===== src/rtl/towerplacer_control.sv =====
// rtl/towerplacer_control.sv - Moore FSM turning key presses into one-hot tower-placer datapath strobes
module towerplacer_control #(
  parameter int MAX_TOWERS = 8,
  parameter int CNT_W      = 4,
  parameter int TIMEOUT    = 2048
) (
  input  logic             clk,
  input  logic             resetn,
  input  logic             key_right,
  input  logic             key_down,
  input  logic             key_place,
  input  logic             square_done,
  input  logic             erase_square_done,
  input  logic             tower_done,
  input  logic             valid,
  output logic             top_left,
  output logic             draw_square,
  output logic             move_right,
  output logic             move_down,
  output logic             move_right_wait,
  output logic             move_down_wait,
  output logic             draw_tower,
  output logic             erase_square_right,
  output logic             erase_square_down,
  output logic             erase_square_tower,
  output logic             busy,
  output logic [CNT_W-1:0] towers_placed,
  output logic             place_refused,
  output logic             fault,
  output logic [3:0]       state_dbg
);

  localparam int DW = (TIMEOUT > 2) ? $clog2(TIMEOUT) : 1;
  localparam logic [DW-1:0]    DWELL_LAST = DW'(TIMEOUT - 1);
  localparam logic [CNT_W-1:0] MAX_CNT    = CNT_W'(MAX_TOWERS);

  typedef enum logic [3:0] {
    S_TOP_LEFT    = 4'd0,
    S_DRAW_SQ     = 4'd1,
    S_IDLE        = 4'd2,
    S_ERASE_R     = 4'd3,
    S_MOVE_R      = 4'd4,
    S_MOVE_R_WAIT = 4'd5,
    S_ERASE_D     = 4'd6,
    S_MOVE_D      = 4'd7,
    S_MOVE_D_WAIT = 4'd8,
    S_ERASE_T     = 4'd9,
    S_DRAW_TOWER  = 4'd10
  } state_e;

  state_e           state_q, state_d;
  logic [DW-1:0]    dwell_q, dwell_d;
  logic [CNT_W-1:0] towers_q, towers_d;
  logic             refused_q, refused_d;
  logic             fault_q, fault_d;
  logic [2:0]       key_q;
  logic [2:0]       press;
  logic             wait_st;
  logic             qual;
  state_e           done_state;

  // press bits ordered {place, right, down}
  assign press = {key_place, key_right, key_down} & ~key_q;

  always_comb begin
    state_d    = state_q;
    towers_d   = towers_q;
    refused_d  = 1'b0;
    fault_d    = 1'b0;
    wait_st    = 1'b0;
    qual       = 1'b0;
    done_state = S_TOP_LEFT;
    case (state_q)
      S_TOP_LEFT:    state_d = S_DRAW_SQ;
      S_DRAW_SQ:     begin wait_st = 1'b1; qual = square_done;       done_state = S_IDLE;       end
      S_ERASE_R:     begin wait_st = 1'b1; qual = erase_square_done; done_state = S_MOVE_R;     end
      S_MOVE_R:      begin wait_st = 1'b1; qual = valid;             done_state = S_MOVE_R_WAIT; end
      S_MOVE_R_WAIT: state_d = S_DRAW_SQ;
      S_ERASE_D:     begin wait_st = 1'b1; qual = erase_square_done; done_state = S_MOVE_D;     end
      S_MOVE_D:      begin wait_st = 1'b1; qual = valid;             done_state = S_MOVE_D_WAIT; end
      S_MOVE_D_WAIT: state_d = S_DRAW_SQ;
      S_ERASE_T:     begin wait_st = 1'b1; qual = erase_square_done; done_state = S_DRAW_TOWER; end
      S_DRAW_TOWER:  begin wait_st = 1'b1; qual = tower_done;        done_state = S_TOP_LEFT;   end
      S_IDLE: begin
        if (press[2]) begin
          if (towers_q == MAX_CNT) refused_d = 1'b1;
          else                     state_d   = S_ERASE_T;
        end else if (press[1]) begin
          state_d = S_ERASE_R;
        end else if (press[0]) begin
          state_d = S_ERASE_D;
        end
      end
      default: state_d = S_TOP_LEFT;
    endcase

    // First dwell cycle masks feedback: the datapath's done flags are registered and may be stale
    if (wait_st) begin
      if (qual && dwell_q != '0) begin
        state_d = done_state;
        if (state_q == S_DRAW_TOWER && towers_q != MAX_CNT) towers_d = towers_q + CNT_W'(1);
      end else if (dwell_q == DWELL_LAST) begin
        state_d = S_TOP_LEFT;
        fault_d = 1'b1;
      end
    end

    if (state_d != state_q)        dwell_d = '0;
    else if (dwell_q == DWELL_LAST) dwell_d = dwell_q;
    else                            dwell_d = dwell_q + DW'(1);
  end

  always_ff @(posedge clk) begin
    if (!resetn) begin
      state_q   <= S_TOP_LEFT;
      dwell_q   <= '0;
      towers_q  <= '0;
      refused_q <= 1'b0;
      fault_q   <= 1'b0;
      key_q     <= 3'b111;
    end else begin
      state_q   <= state_d;
      dwell_q   <= dwell_d;
      towers_q  <= towers_d;
      refused_q <= refused_d;
      fault_q   <= fault_d;
      key_q     <= {key_place, key_right, key_down};
    end
  end

  assign top_left           = (state_q == S_TOP_LEFT);
  assign draw_square        = (state_q == S_DRAW_SQ);
  assign erase_square_right = (state_q == S_ERASE_R);
  assign move_right         = (state_q == S_MOVE_R);
  assign move_right_wait    = (state_q == S_MOVE_R_WAIT);
  assign erase_square_down  = (state_q == S_ERASE_D);
  assign move_down          = (state_q == S_MOVE_D);
  assign move_down_wait     = (state_q == S_MOVE_D_WAIT);
  assign erase_square_tower = (state_q == S_ERASE_T);
  assign draw_tower         = (state_q == S_DRAW_TOWER);
  assign busy               = (state_q != S_IDLE);
  assign towers_placed      = towers_q;
  assign place_refused      = refused_q;
  assign fault              = fault_q;
  assign state_dbg          = state_q;

endmodule


===== config.mk =====
export PLATFORM = sky130hd
export DESIGN_NAME = towerplacer_control
export DESIGN_NICKNAME = d
export VERILOG_FILES = /design/src/rtl/towerplacer_control.sv
export SDC_FILE = /design/constraint.sdc
export NUM_CORES = 1
export LEC_CHECK = 0
export ABC_AREA = 1
export ABC_CLOCK_PERIOD_IN_PS = 2000
export CAP_MARGIN = 0
export CORE_MARGIN = 2
export CORE_UTILIZATION = 35
export CTS_CLUSTER_DIAMETER = 40
export CTS_CLUSTER_SIZE = 40
export DETAILED_ROUTE_END_ITERATION = 12
export PLACE_DENSITY_LB_ADDON = 0.08
export SLEW_MARGIN = 5
export SYNTH_ARGS = -nofsm -noshare
export SYNTH_HDL_FRONTEND = slang
export SYNTH_SLANG_ARGS = --single-unit

===== constraint.sdc =====
create_clock -name clk -period 2 [get_ports clk]
set_input_delay 0.2 -clock clk [delete_from_list [all_inputs] [get_ports clk]]
set_output_delay 0.2 -clock clk [all_outputs]
set_load 0.01 [all_outputs]

Yosys cells after proc, flatten, opt, wreduce, memory -nomap -nowiden
Index checks and enable logic that the tools add are counted.

Register bits after elaboration: 24. Input bits: 9. Output and inout bits: 21. Word-level logic and storage cells: 52.

$add $sub $neg: 2. Eq/ne operators: 15. Multiplexer cells: 13. Bitwise logic cells: 4. Reduce and logical (&&, ||, !) cells: 12.

Operators by type and width (count): 2-to-1 mux 4 bit (7); case mux 4 bit (6 select lines) (1); == test 4 x 3 -> 1 bit (second input constant) (4); == test 4 bit (second input constant) (4); case mux 4 bit (3 select lines) (1); adder 11 x 1 -> 11 bit (second input constant) (1); == test 11 bit (second input constant) (1); nonzero test 11 bit (1); OR reduction 3 bit (3); == test 4 x 2 -> 1 bit (second input constant) (2); OR reduction 7 bit (1); AND reduction 3 bit (2); adder 4 x 1 -> 4 bit (second input constant) (1); == test 4 x 1 -> 1 bit (second input constant) (1); logical NOT 4 bit (1); != test 4 x 2 -> 1 bit (second input constant) (1); != test 4 bit (1); != test 4 bit (second input constant) (1); case mux 1 bit (4 select lines) (1); OR reduction 2 bit (2); bitwise AND 3 bit (1); 2-to-1 mux 1 bit (3); NOT 3 bit (1); logical AND 1 bit (2); NOT 1 bit (2).

Longest topological paths before layout
Depth in word-level cells: 11. Gate-level depth with buffers: 18. Mapped depth without buffers: 17.

Worst setup path after synthesis
OpenSTA, ideal clock, no wires.

Path kind: register -> register. Start: register state_q[0] (netlist: state_dbg[0]). End: register dwell_q[3]. Library setup time: 0.062 ns. Arrival time: 1.798 ns. Data required time: 1.938 ns. Slack: 0.140 ns. Stages on the path, launching flop included: 19. Path buffers: 2. Period minus slack after synthesis: 1.860 ns. Cells stage by stage: dfxtp_1 > buf_4 > inv_2 > nor2_2 > nand2_1 > nand3_2 > nand2_2 > nand2_2 > nand2_4 > nand2_2 > nand2_2 > nand2_2 > nand2_1 > nand2_1 > nand2_1 > nor2_1 > nand2_1 > buf_6 > nor2_2.

Cells in the longest elaborated chain, start to end: 9. Elaborated cells on any way between the ends: 29. Those cells by class: 11 x eq/ne; 11 x mux; 7 x reduce/logical.

RTL lines: from (decl) (line 51) `state_e state_q, state_d;`; from (signal assigned) (line 122) `state_q <= state_d;`; branches (longest 7 deep; another with OR reduction 7 bit); != test 4 bit * (line 108) `if (state_d != state_q) dwell_d = '0;`; OR reduction 2 bit (no source line) *; to (signal assigned) (line 123) `dwell_q <= dwell_d;`; to (decl) (line 52) `logic [DW-1:0] dwell_q, dwell_d;`.

Every way passes the cells marked *. A chain may end at the register's enable or synchronous reset.

Worst setup path in the final report
Start: register state_q[1] (netlist: state_dbg[1]). End: register dwell_q[0].

Same word-level chain as after synthesis.

==> summary.txt <==
Outcome: complete, no violations
Synth async-reset ratio: 0%
Layout cells sized above 1: 36.01%
Synthesized flop and latch total: 24
Worst path most repeated cell: nand2_2
Netlist cell types: 28
Fin. max-slew vios: 0
CP Max Fanout: 6
CP max stage delay: 0.41 ns
Power, Total: 1.149 mW
Worst setup margin: 0.09761 ns
Worst slew margin: 76.11%
Starting density of the core: 35.97%
Post-Syn Area: 0.001555 mm^2
I/O Pins: 30
Residual DRC count: 0
P per Cell Area: 471.2 mW/mm^2
CTS Buf Count: 3
RR Endpoint: dwell_q[0]
CTS clock-pin slew for the worst setup and hold paths: 0.09 ns
Area contributors post-synth: dfxtp_1 31%, nand2_1 9.7%, inv_1 9.2%, nand3_1 8.7%, nor2_1 7.2%
Tmin final: 1.902 ns
Die area: 0.004993 mm^2
# setup viols final: 0
Placed inst area: 0.002155 mm^2
Yosys warnings: 0
I/O Buffers: 29
Worst Max-Slew Pin Slew: 0.3562 ns
Post-synthesis sequential area ratio: 30.89%
WHS: 0.4789 ns
Vias in the first global route: 1471
H-tree depth: 1
Crit Path Class: register to register
Unrepaired setup endpoints after global routing: yes
Startpoint Class: register
Main synth FF type: dfxtp_1
Worst path cell trace: inv_4, nor2_4, nand2_2, nand3_4, nand2_2, nand2_2, nand2_4, buf_6, nand2_1, nand3_2, nand3_1, nand2_1, nor2_2, nand2_2, buf_6, nor2_1
Flop2flop setup slack: 0.1 ns
Tcrit/Tclk final: 95.12%
Iter 0 DRT Violations: 67
Vias: 1684
Syn Inst Count: 239
Dpl cells: 353
Hold Buf Count CTS: 0
Hold Startpoint: towers_placed[0]
Count leader, synth: nand2_1
Worst EP required: 2.21 ns
CTS tree: done
Setup crit end: dwell_q[0]
CORE AREA: 0.004324 mm^2
Pleak: 1.113 nW
Drt total wl: 4379 um
Clk_lat worst skew: 0.27 ns
Fillcell total: 426
Multi-input gate area: 0.001017 mm^2
Global-route wire length before repair: 6720 um
Final Net Count: 325
Layout area overhead: 56.80%
Reg2reg start: state_dbg[1]
Avg Cell Area, Syn: 6.507 um^2
Die height: 70.66 um
Critical path origin: state_dbg[1]
Setup slack after placement: 0.0006002 ns
1st-pass router iterations: 4
Ant diodes: 0
WP data arrival: 2.12 ns
Routed length per placed instance: 12.06 um
Setup TNS: 0 ns
Peak VDD IR: 0.0002637 V
Hold WC Path Type: register to register
Final Instance Area: 0.002439 mm^2
CP max-delay cell: dfxtp_4
Initial antenna violation count: 0
CTS Buffer Depth: 2
Final Hold Vio Count: 0
Max-cap violation count: 0
Post-DP HPWL: 3260 um
FF+latch area: 501.7 um^2
Largest area contributor in the netlist: dfxtp_1
CTS Root Cell: clkbuf_8
Non-Filler Instances: 363
Util after Layout: 56.39%
GP Congestion: 0.8955
Total track usage: 16.75%
Largest net degree at the start of global routing: 15
Endpoint type of the worst setup path: register
Synthesized Nets: 252
Vias per Instance: 4.639
Die W: 70.66 um
Fmax: 0.5257 GHz
Final Skew: 0.002978 ns
Top-area cell type share of the netlist area: 30.89%
Total congestion overflow: 0
Worst r2r path cells: 16
Post-synth EDFFs: 0
Rows: 24
CTS Sinks: 24
Commonest cells post-synth: 40 x nand2_1, 38 x inv_1, 30 x nor2_1
ANT nets after route: 0
[registers in the layout, summed over array words and instances, names as in the netlist]
register / count
dwell_q: 11
fault: 1
key_q: 3
place_refused: 1
state_dbg: 4
towers_placed: 4
[power by group]
group	switching [mW]	internal, mW	total, mW
Sequential	0.00785	0.484	0.492
Combinational	0.116	0.108	0.224
Clock	0.166	0.268	0.433
[per-layer routing]
layer | vias up | wire (um) | share of wire (%) | GRT usage (%)
li1 | 895 | - | - | -
met4 | 0 | 67 | 1.5 | 5.031
met5 | - | 0 | 0 | 0
met1 | 740 | 2194 | 50 | 23.82
met3 | 7 | 181 | 4.1 | 2.707
met2 | 42 | 1936 | 44 | 26.21
[how the worst min path moves through the flow]
| stage | endpoint | slack [ns] | cells past startpoint |
|---|---|---|---|
| floorplan | key_q[2] | 0.27 | 1 |
| global placement | towers_placed[1] | 0.47 | 2 |
| detailed placement | towers_placed[1] | 0.48 | 2 |
| CTS | towers_placed[1] | 0.49 | 2 |
| global route | towers_placed[0] | 0.51 | 2 |
| finish | towers_placed[0] | 0.48 | 2 |
[final cells by class]
cell class	instances	share of cell area [%]
repair buffers	70	25.09
flip-flops and latches	24	20.57
clock buffers	3	1.693
inverters	45	7.029
clock inverters	1	1.231
multi-input cells	168	41.71
well taps	52	2.668
[worst max-delay path: cells and delay by family (launching register included)]
family / cells / cell delay (ns)
buf+inv: 3 / 0.32
flops: 1 / 0.41
simple gates: 13 / 1.11
[cell usage in the layout, fill, tap and decap left out, types with 5 or more instances in the layout]
master | Yosys | final
inv_2 | 7 | 7
o21ai_0 | 10 | 7
inv_1 | 38 | 37
a21oi_1 | 9 | 8
dfxtp_1 | 24 | 15
nand3_2 | 1 | 9
clkdlybuf4s50_1 | 0 | 28
nand2_2 | 5 | 10
buf_4 | 1 | 37
nor2_1 | 30 | 25
dfxtp_2 | 0 | 5
nor2_2 | 14 | 13
xor2_1 | 6 | 6
nand3_1 | 27 | 18
nor2_4 | 1 | 7
nand2_1 | 40 | 34
[timing repair]
action | 4_1_cts | 5_1_grt
pin swaps | 0 | 11
endpoints found under the setup margin | 13 | 18
resized for setup | 4 | 51
setup buffers | 0 | 6
[cells by family (layout without fill, tap and decap cells)]
logic type | after synthesis | after routing | synth area share, %
adder cells (fa/ha/maj) | 4 | 4 | 3.218
XOR/XNOR | 8 | 8 | 4.505
buffers and inverters | 47 | 119 | 12.07
AND/OR/NAND/NOR | 130 | 130 | 39.58
flip-flops | 24 | 24 | 30.89
AO/OA/AOI/OAI | 26 | 26 | 9.735
(Power assumes the default switching activity.)
